`src/rtl/key_schedule_ctrl.sv`:
```
// key_schedule_ctrl: iterative AES-128 key schedule, one round key per clock into an 11-slot register file.
//   clk          in   clock, all state on rising edge
//   i_Reset      in   synchronous active-high reset
//   i_Zeroize    in   (KEY_SCHED_ZEROIZE_EN only) clear slots and W, abort to IDLE
//   i_Start      in   start request, sampled in IDLE
//   i_Key        in   128-bit cipher key, captured on the accepting edge
//   i_Rd_Addr    in   round-key read index 0..10
//   o_Rd_Key     out  combinational round-key read, 0 for index > 10
//   o_Busy       out  schedule generation in progress
//   o_Done       out  one-cycle pulse after round key 10 is written
//   o_Keys_Valid out  all slots hold the schedule of the last accepted key
// Optional macro: KEY_SCHED_ZEROIZE_EN adds the i_Zeroize port.

module key_sched_sbox (
   input  logic [7:0] i_In,
   output logic [7:0] o_Out
);
   localparam logic [0:255][7:0] SBOX = {
      128'h637c777bf26b6fc53001672bfed7ab76,
      128'hca82c97dfa5947f0add4a2af9ca472c0,
      128'hb7fd9326363ff7cc34a5e5f171d83115,
      128'h04c723c31896059a071280e2eb27b275,
      128'h09832c1a1b6e5aa0523bd6b329e32f84,
      128'h53d100ed20fcb15b6acbbe394a4c58cf,
      128'hd0efaafb434d338545f9027f503c9fa8,
      128'h51a3408f929d38f5bcb6da2110fff3d2,
      128'hcd0c13ec5f974417c4a77e3d645d1973,
      128'h60814fdc222a908846eeb814de5e0bdb,
      128'he0323a0a4906245cc2d3ac629195e479,
      128'he7c8376d8dd54ea96c56f4ea657aae08,
      128'hba78252e1ca6b4c6e8dd741f4bbd8b8a,
      128'h703eb5664803f60e613557b986c11d9e,
      128'he1f8981169d98e949b1e87e9ce5528df,
      128'h8ca1890dbfe6426841992d0fb054bb16
   };
   assign o_Out = SBOX[i_In];
endmodule

module key_schedule_ctrl #(
   parameter int NUM_ROUNDS = 10,
   parameter int RD_ADDR_W  = 4
) (
   input  logic                 clk,
   input  logic                 i_Reset,
`ifdef KEY_SCHED_ZEROIZE_EN
   input  logic                 i_Zeroize,
`endif
   input  logic                 i_Start,
   input  logic [127:0]         i_Key,
   input  logic [RD_ADDR_W-1:0] i_Rd_Addr,
   output logic [127:0]         o_Rd_Key,
   output logic                 o_Busy,
   output logic                 o_Done,
   output logic                 o_Keys_Valid
);
   typedef enum logic {IDLE, RUN} state_t;
   localparam logic [3:0]           LAST     = 4'(NUM_ROUNDS);
   localparam logic [RD_ADDR_W-1:0] MAX_ADDR = RD_ADDR_W'(NUM_ROUNDS);
   state_t       state_q, state_d;
   logic [127:0] w_q, w_d;
   logic [3:0]   round_q, round_d;
   logic [7:0]   rcon_q, rcon_d;
   logic         done_q, done_d, valid_q, valid_d;
   logic [127:0] slots_q [0:10];
   logic [127:0] slots_d [0:10];
   logic         zeroize;
   logic [31:0]  rot, sub, temp, w4, w5, w6, w7;
   logic [127:0] next_w;
`ifdef KEY_SCHED_ZEROIZE_EN
   assign zeroize = i_Zeroize;
`else
   assign zeroize = 1'b0;
`endif
   // Shared SubWord path: the only S-box use in the block.
   assign rot = {w_q[23:0], w_q[31:24]};
   for (genvar g = 0; g < 4; g++) begin : g_sbox
      key_sched_sbox u_sbox (.i_In(rot[8*g +: 8]), .o_Out(sub[8*g +: 8]));
   end
   assign temp   = sub ^ {rcon_q, 24'h0};
   assign w4     = w_q[127:96] ^ temp;
   assign w5     = w_q[95:64] ^ w4;
   assign w6     = w_q[63:32] ^ w5;
   assign w7     = w_q[31:0] ^ w6;
   assign next_w = {w4, w5, w6, w7};
   always_ff @(posedge clk) begin
      if (i_Reset) begin
         state_q <= IDLE;
         w_q     <= '0;
         round_q <= '0;
         rcon_q  <= 8'h01;
         done_q  <= 1'b0;
         valid_q <= 1'b0;
         slots_q <= '{default: '0};
      end else begin
         state_q <= state_d;
         w_q     <= w_d;
         round_q <= round_d;
         rcon_q  <= rcon_d;
         done_q  <= done_d;
         valid_q <= valid_d;
         slots_q <= slots_d;
      end
   end
   always_comb begin
      state_d = state_q;
      if (zeroize)
         state_d = IDLE;
      else if (state_q == IDLE)
         state_d = i_Start ? RUN : IDLE;
      else
         state_d = (round_q == LAST) ? IDLE : RUN;
   end
   always_comb begin
      w_d     = w_q;
      round_d = round_q;
      rcon_d  = rcon_q;
      done_d  = 1'b0;
      valid_d = valid_q;
      slots_d = slots_q;
      if (zeroize) begin
         w_d     = '0;
         round_d = '0;
         rcon_d  = 8'h01;
         valid_d = 1'b0;
         slots_d = '{default: '0};
      end else if (state_q == IDLE && i_Start) begin
         w_d        = i_Key;
         slots_d[0] = i_Key;
         round_d    = 4'd1;
         rcon_d     = 8'h01;
         valid_d    = 1'b0;
      end else if (state_q == RUN) begin
         w_d              = next_w;
         slots_d[round_q] = next_w;
         // xtime: rcon doubles in GF(2^8), wrapping 80 -> 1b -> 36.
         rcon_d  = {rcon_q[6:0], 1'b0} ^ (rcon_q[7] ? 8'h1b : 8'h00);
         round_d = (round_q == LAST) ? 4'd0 : round_q + 4'd1;
         done_d  = (round_q == LAST);
         valid_d = (round_q == LAST);
      end
   end
   always_comb begin
      o_Busy       = (state_q == RUN);
      o_Done       = done_q;
      o_Keys_Valid = valid_q;
      o_Rd_Key     = (i_Rd_Addr <= MAX_ADDR) ? slots_q[i_Rd_Addr] : '0;
   end
endmodule

```
`config.mk`:
```
export PLATFORM = sky130hd
export DESIGN_NAME = key_schedule_ctrl
export DESIGN_NICKNAME = d
export VERILOG_FILES = /design/src/rtl/key_schedule_ctrl.sv
export SDC_FILE = /design/constraint.sdc
export NUM_CORES = 2
export LEC_CHECK = 0
export BUFFER_PORTS_ARGS = -buffer_cell sky130_fd_sc_hd__buf_2
export CORE_ASPECT_RATIO = 2
export CORE_UTILIZATION = 52
export CTS_BUF_LIST = sky130_fd_sc_hd__clkbuf_4
export DETAILED_ROUTE_END_ITERATION = 12
export PLACE_DENSITY = 0.69
export SLEW_MARGIN = 20
export SYNTH_ARGS = -nofsm -noshare
export SYNTH_HDL_FRONTEND = slang
export SYNTH_SLANG_ARGS = --single-unit
```
`constraint.sdc`:
```
create_clock -name clk -period 6.6 [get_ports clk]
set_input_delay 0.33 -clock clk [delete_from_list [all_inputs] [get_ports clk]]
set_output_delay 0.33 -clock clk [all_outputs]
set_load 0.02 [all_outputs]
```
# --- After elaboration in Yosys (flattened, before gate mapping) ---
# Memories as Yosys holds them, arrays and structs flattened.
# Index checks and enable logic that the tools add are counted.
classes:
  add_sub_neg: 1
  order_cmp: 8
  eq_ne: 1
  mux: 26
  n_bitwise: 14
  n_reduce_logical: 6
op_table:
  columns: ["operator", "count"]
  rows:
  - ["1408-bit bitwise mux", 1]
  - ["1408-bit two-way mux", 1]
  - ["128-bit two-way mux", 7]
  - ["128-bit binary-select mux with 4-bit select", 1]
  - ["128-bit demux with 4-bit select", 1]
  - ["32-bit bitwise XOR", 5]
  - ["8-bit two-way mux", 8]
  - ["9-bit >= comparator (second input constant)", 4]
  - ["8-bit NOT with 9-bit output", 4]
  - ["5-bit >= comparator (second input constant)", 2]
  - ["4-bit NOT with 5-bit output", 2]
  - ["8-bit by 5-bit bitwise XOR with 8-bit output", 1]
  - ["5-bit by 1-bit less-than comparator with 1-bit output (second input constant)", 1]
  - ["1-bit two-way mux", 5]
  - ["5-bit two-way mux", 1]
  - ["4-bit by 1-bit adder with 4-bit output (second input constant)", 1]
  - ["4-bit == test (second input constant)", 1]
  - ["4-bit less-or-equal comparator (second input constant)", 1]
  - ["4-bit two-way mux", 1]
  - ["3-bit OR reduction", 1]
  - ["1-bit logical AND", 2]
  - ["1-bit NOT", 2]
  - ["2-bit AND reduction", 1]
  - ["2-bit nonzero test", 1]
  - ["2-bit OR reduction", 1]
word_totals:
  ff_bits: 1551
  mem_bits_ro: 8192
  inputBits: 135
  out_inout_bits: 131
  n_memories: 4
mem_list:
  columns: ["memory", "depth", "word_bits", "read_ports", "rd_clocked_by_memory_dff", "wr", "line_no", "rtl"]
  rows:
  - ["(no name shown)", 256, 8, 1, 0, 0, "36", "assign o_Out = SBOX[i_In];"]
  - ["(no name shown)", 256, 8, 1, 0, 0, "36", null]
  - ["(no name shown)", 256, 8, 1, 0, 0, "36", null]
  - ["(no name shown)", 256, 8, 1, 0, 0, "36", null]

# --- Longest topological paths before layout ---
logic_depth:
  word_depth: 12
  depth_mapped: 18
  depth_no_buf: 11

# --- Modules after synthesis ---
# From an unflattened synthesis, not the netlist that was laid out.
hier_totals:
  cells_unflattened: 9850
  hier_area_um2: 81067.8
modules_own_cells:
  columns: ["mod", "instances", "cells_each", "area_each_um2"]
  rows:
  - ["key_schedule_ctrl", 1, 7738, 68080.3]
  - ["key_sched_sbox (g_sbox[0].u_sbox ...)", 2, 525, 3221.8]
  - ["key_sched_sbox (g_sbox[2].u_sbox)", 1, 530, 3326.9]
  - ["key_sched_sbox (g_sbox[3].u_sbox)", 1, 532, 3216.8]

# --- Least setup slack after synthesis ---
# OpenSTA, ideal clock, no wires.
synth_timing:
  kind: "register -> register"
  from: "register w_q[0]"
  to: "register slots_q[648] (netlist bit)"
  setup_ps: 86
  t_arrival_ps: 4224
  path_slack_ps: 2290
  path_stages_with_launch: 18
  n_path_buf: 6
  period_less_slack_ps: 4310
  cell_sequence: "dfxtp_1 buf_2 buf_2 clkbuf_1 inv_1 ha_1 buf_2 nor2b_1 nor2_1 mux4_2 mux4_2 mux2i_1 nor4bb_1 buf_2 xor2_1 xnor3_1 buf_2 a211oi_1"
synth_between:
  elab_chain_len: 10
synth_lines:
  columns: ["item", "line_no", "rtl"]
  rows:
  - ["start: declaration", "60", "logic [127:0] w_q, w_d;"]
  - ["start signal: assignment", "96", "w_q <= w_d;"]
  - ["8-bit NOT with 9-bit output (implied by the code)", "36", null]
  - ["memory read 256 x 8 bit", null, null]
  - ["8-bit two-way mux (implied by the code) (2 in a row)", "36", null]
  - ["32-bit bitwise XOR", "79", "assign temp = sub ^ {rcon_q, 24'h0};"]
  - ["32-bit bitwise XOR", "80", "assign w4 = w_q[127:96] ^ temp;"]
  - ["32-bit bitwise XOR", "81", "assign w5 = w_q[95:64] ^ w4;"]
  - ["32-bit bitwise XOR", "82", "assign w6 = w_q[63:32] ^ w5;"]
  - ["32-bit bitwise XOR", "83", "assign w7 = w_q[31:0] ^ w6;"]
  - ["1408-bit bitwise mux", "134", "slots_d[round_q] = next_w;"]
  - ["end signal: assignment", "101", "slots_q <= slots_d;"]
  - ["end: declaration", "64", "logic [127:0] slots_q [0:10];"]
# Every way passes these cells. The select of a mux whose other input is x is not followed.
# A chain may end at the register's enable or synchronous reset.

# --- Worst setup path after layout ---
layout_timing:
  from: "register w_q[8]"
  to: "register slots_q[1301] (netlist bit)"
layout_between:
  elab_chain_len: 12
layout_lines:
  columns: ["item", "line_no", "rtl"]
  rows:
  - ["8-bit NOT with 9-bit output (implied by the code)", "36", null]
  - ["memory read 256 x 8 bit", null, null]
  - ["8-bit two-way mux (implied by the code) (2 in a row)", "36", null]
  - ["32-bit bitwise XOR", "79", null]
  - ["32-bit bitwise XOR", "80", null]
  - ["32-bit bitwise XOR", "81", null]
  - ["32-bit bitwise XOR", "82", null]
  - ["32-bit bitwise XOR", "83", null]
  - ["1408-bit bitwise mux", "134", null]
  - ["1408-bit two-way mux", "132", "end else if (state_q == RUN) begin"]
  - ["128-bit two-way mux", "126", "end else if (state_q == IDLE && i_Start) begin"]
# Every way passes these cells. The select of a mux whose other input is x is not followed.

==> results.toml <==
[synth]
synth_most_common_cell = "dfxtp_1"
synth-edff-count = 0
synth_fp_nets = 9753
synth-main-ff-cell = "dfxtp_1"
yosys-top-cells-area = "dfxtp_1 38%, mux4_2 8.7%, a211oi_1 5.7%"
synth.avg_cell_area_sq_um = 8.48
synth.ff_latch_count = 1551
syn_inst = 9562
ys_seq_area_frac = 0.383
synth_cell_types = 98
synth_top_area_frac = 0.383
yosys.area.top_type = "dfxtp_1"
async_reset_ff_frac = 0
ys_warn_count = 0
ys_top_cells_by_count = "1551 x dfxtp_1, 1157 x nor2_1, 1009 x nand2_1"
netlist_area_sq_um = 81100

[worst_setup_path]
critPathLaunchType = "register"
r2r_end = "slots_q[1301]$_SDFFE_PP0P_"
crit_path_end_kind = "register"
critPathMaxFanout = 17
critPathKind = "reg -> reg"
crit_required_ns = 7.71
ff2ff_setup_slack_ns = 0.69
crit_cells = 13
crit_family = "XOR/XNOR gates"
cp.arrival_ns = 7.02
critPathLaunch = "w_q[8]$_SDFFE_PP0P_"
worst_path_largest_cell_delay_ns = 0.87
path_buf_inv = 3
cp_cell_sequence = "clkinv_1 > buf_4 > ha_1 > nor2b_1 > nor2_1 > mux4_2 > mux2_2 > mux4_2 > xnor2_4 > xnor2_2 > xnor2_2 > o22ai_1 > dlygate4sd3_1"
critPathCapture = "slots_q[1301]$_SDFFE_PP0P_"
r2r-start = "w_q[8]$_SDFFE_PP0P_"
ff2ff_path_depth = 13
crit_slowest_cell = "xnor2_2"

[cells_and_area]
seq_area_sq_um = 31100
multi_input_area_sq_um = 45500
nNetsFinal = 9729
drive_gt1_frac = 0.167
area_growth_syn_to_layout_pct = 10.4
finalNonFillerCells = 11883
fill_cells = 14039

[grt]
grt_overflow = 0
grtUsageMet1 = 0.484
use_met3 = 0.116
use_met2 = 0.722
grtUsageTotal = 0.460
busiest_layer = "met2"
antenna_found_initial = 30
grt_max_degree = 240
grt_pass1_vias = 77331
grt_pass1_wl_um = 533000

[die]
rows = 204
die_y_um = 560
coreArea_sq_um = 155000
initial_core_util = 0.524
ioPinCount = 266
fp.dieW_um = 281
die_area_sq_um = 158000

[drt]
dr.pass1.iters = 12
ant_nets = 0
dr_total_vias = 81167
wire_per_inst_um = 31.2
drc = 1
drt_iter0_markers = 10785
routed_wl_um = 371000
avgViaCountPerCell = 6.83

[place]
port_buffers = 265
dp_cells = 11088
dp_hpwl_um = 239000
gp_congestion = 1.09

[timing]
period_minus_slack_ns = 5.91
report.final.slew_viol_count = 0
worst_slew_pin_slew_ns = 1.23
hold_viol = 0
whs_ns = 0.0437
period_share = 0.896
finalSetupViolCount = 0
finalSetupTns_ns = 0
fmax_mhz = 169
relSlewSlack = 0.183
rsz0062_at_grt = "false"
clock_skew_ns = 0.166

[clock_tree]
h-tree-depth = 5
clock_latency_ns = 1.25
clkTransAtPathRegs_ns = 0.07
cts_buffer_depth = 4
cts_buffers = 356
cts_tree = "yes"
clock_sinks = 1551
root_buffer = "clkbuf_4"
post_cts_buffers = 0

[power]
ir_worst_vdd_v = 0.000377
p_leak_nw = 32.2
p_total_mw = 35.6
cellPowerDensity_nw_per_um2 = 398

[job]
maxCapViolCount = 0

[status]
status = "finished, violations left"
violations = "design-rule violations"

[hold_path]
hold_path.class = "in -> reg"
[where the power goes]
group / total [mW] / switching (mW) / internal (mW)
sequential: 10.5 / 0.715 / 9.82
combinational: 17.1 / 12.3 / 4.86
clock: 7.96 / 3.99 / 3.96
total: 35.6 / 17.0 / 18.6
[worst min-delay path by stage]
stage	start	end	slack, ns	cells after the start
after global routing	i_Key[114]	w_q[114]$_SDFFE_PP0P_	0.09	4
after CTS	i_Key[92]	slots_q[1372]$_SDFFE_PP0P_	0.002	4
after detailed placement	slots_q[988]$_SDFFE_PP0P_	slots_q[988]$_SDFFE_PP0P_	0.44	2
after global placement	slots_q[1206]$_SDFFE_PP0P_	slots_q[1206]$_SDFFE_PP0P_	0.44	2
final	i_Key[92]	slots_q[1372]$_SDFFE_PP0P_	0.04	4
after floorplan	slots_q[1041]$_SDFFE_PP0P_	slots_q[1041]$_SDFFE_PP0P_	0.43	2
[placed cells by master, fill, tap and decap left out, types with 31 or more instances in the layout]
master	n
o22ai_1	303
nand2_1	1004
nor3_1	162
nand3_1	122
o311ai_0	34
a21oi_1	896
mux2i_1	332
xor2_1	35
a31oi_1	69
ha_1	56
and2_1	49
a221oi_1	34
a211oi_1	617
xnor2_1	99
o21ai_0	574
a311oi_1	43
mux2_2	41
dfxtp_1	1534
dlygate4sd3_1	150
nor2b_1	106
nand2b_1	104
clkbuf_4	534
a22oi_1	103
o211ai_1	49
clkinv_1	60
mux4_2	312
inv_1	38
and3_1	31
nor2_1	1152
buf_4	292
buf_2	259
[what timing repair did]
| item | CTS | global route |
|---|---|---|
| endpoints found under the hold margin | 327 | 0 |
| hold buffers | 150 | 0 |
| resized for setup | 0 | 0 |
[worst min-delay path, cell delays in order]
cell and delay, ns:
dlygate4sd3_1 0.57, buf_2 0.15, a22oi_1 0.08, a21oi_1 0.12
[metal layers]
layer	vias up	wire (um)
li1	34755	-
met1	38856	118000
met2	5734	168000
met3	1814	38200
met4	8	46000
met5	-	53
[final cells by class]
type	instances	share of cell area
Inverter	58	0.00253
Antenna cell	27	0.000755
Clock inverter	82	0.00627
Sequential cell	1551	0.347
Multi-Input combinational cell	6843	0.508
Timing Repair Buffer	728	0.0613
Tap cell	2060	0.0288
Clock buffer	534	0.0448
[state kept, by name (all words and copies together), names as in the netlist]
register,count
round_q,4
rcon_q,8
o_Keys_Valid,1
slots_q,1408
w_q,128
o_Busy,1
o_Done,1
[stage by stage]
stage,util,setup WS [ns],cell area [sq um]
3_3_place_gp,0.539,1.19,83300
3_5_place_dp,0.539,1.22,83300
6_report,0.579,0.687,89500
4_1_cts,0.578,0.844,89400
5_1_grt,0.579,0.590,89500
2_1_floorplan,-,2.29,81100
[kinds of logic (layout without fill, tap and decap cells)]
family	after synthesis	in the layout	share of synthesized area
buffers and inverters	1168	1402	0.0588
AO/OA/AOI/OAI	3010	3010	0.234
other	0	27	0
AND/OR/NAND/NOR	2901	2901	0.154
flip-flops	1551	1551	0.383
adder cells (fa/ha/maj)	57	57	0.00876
XOR/XNOR	190	190	0.0278
multiplexers	685	685	0.133
Note: power is estimated with default switching activity, not from simulation.
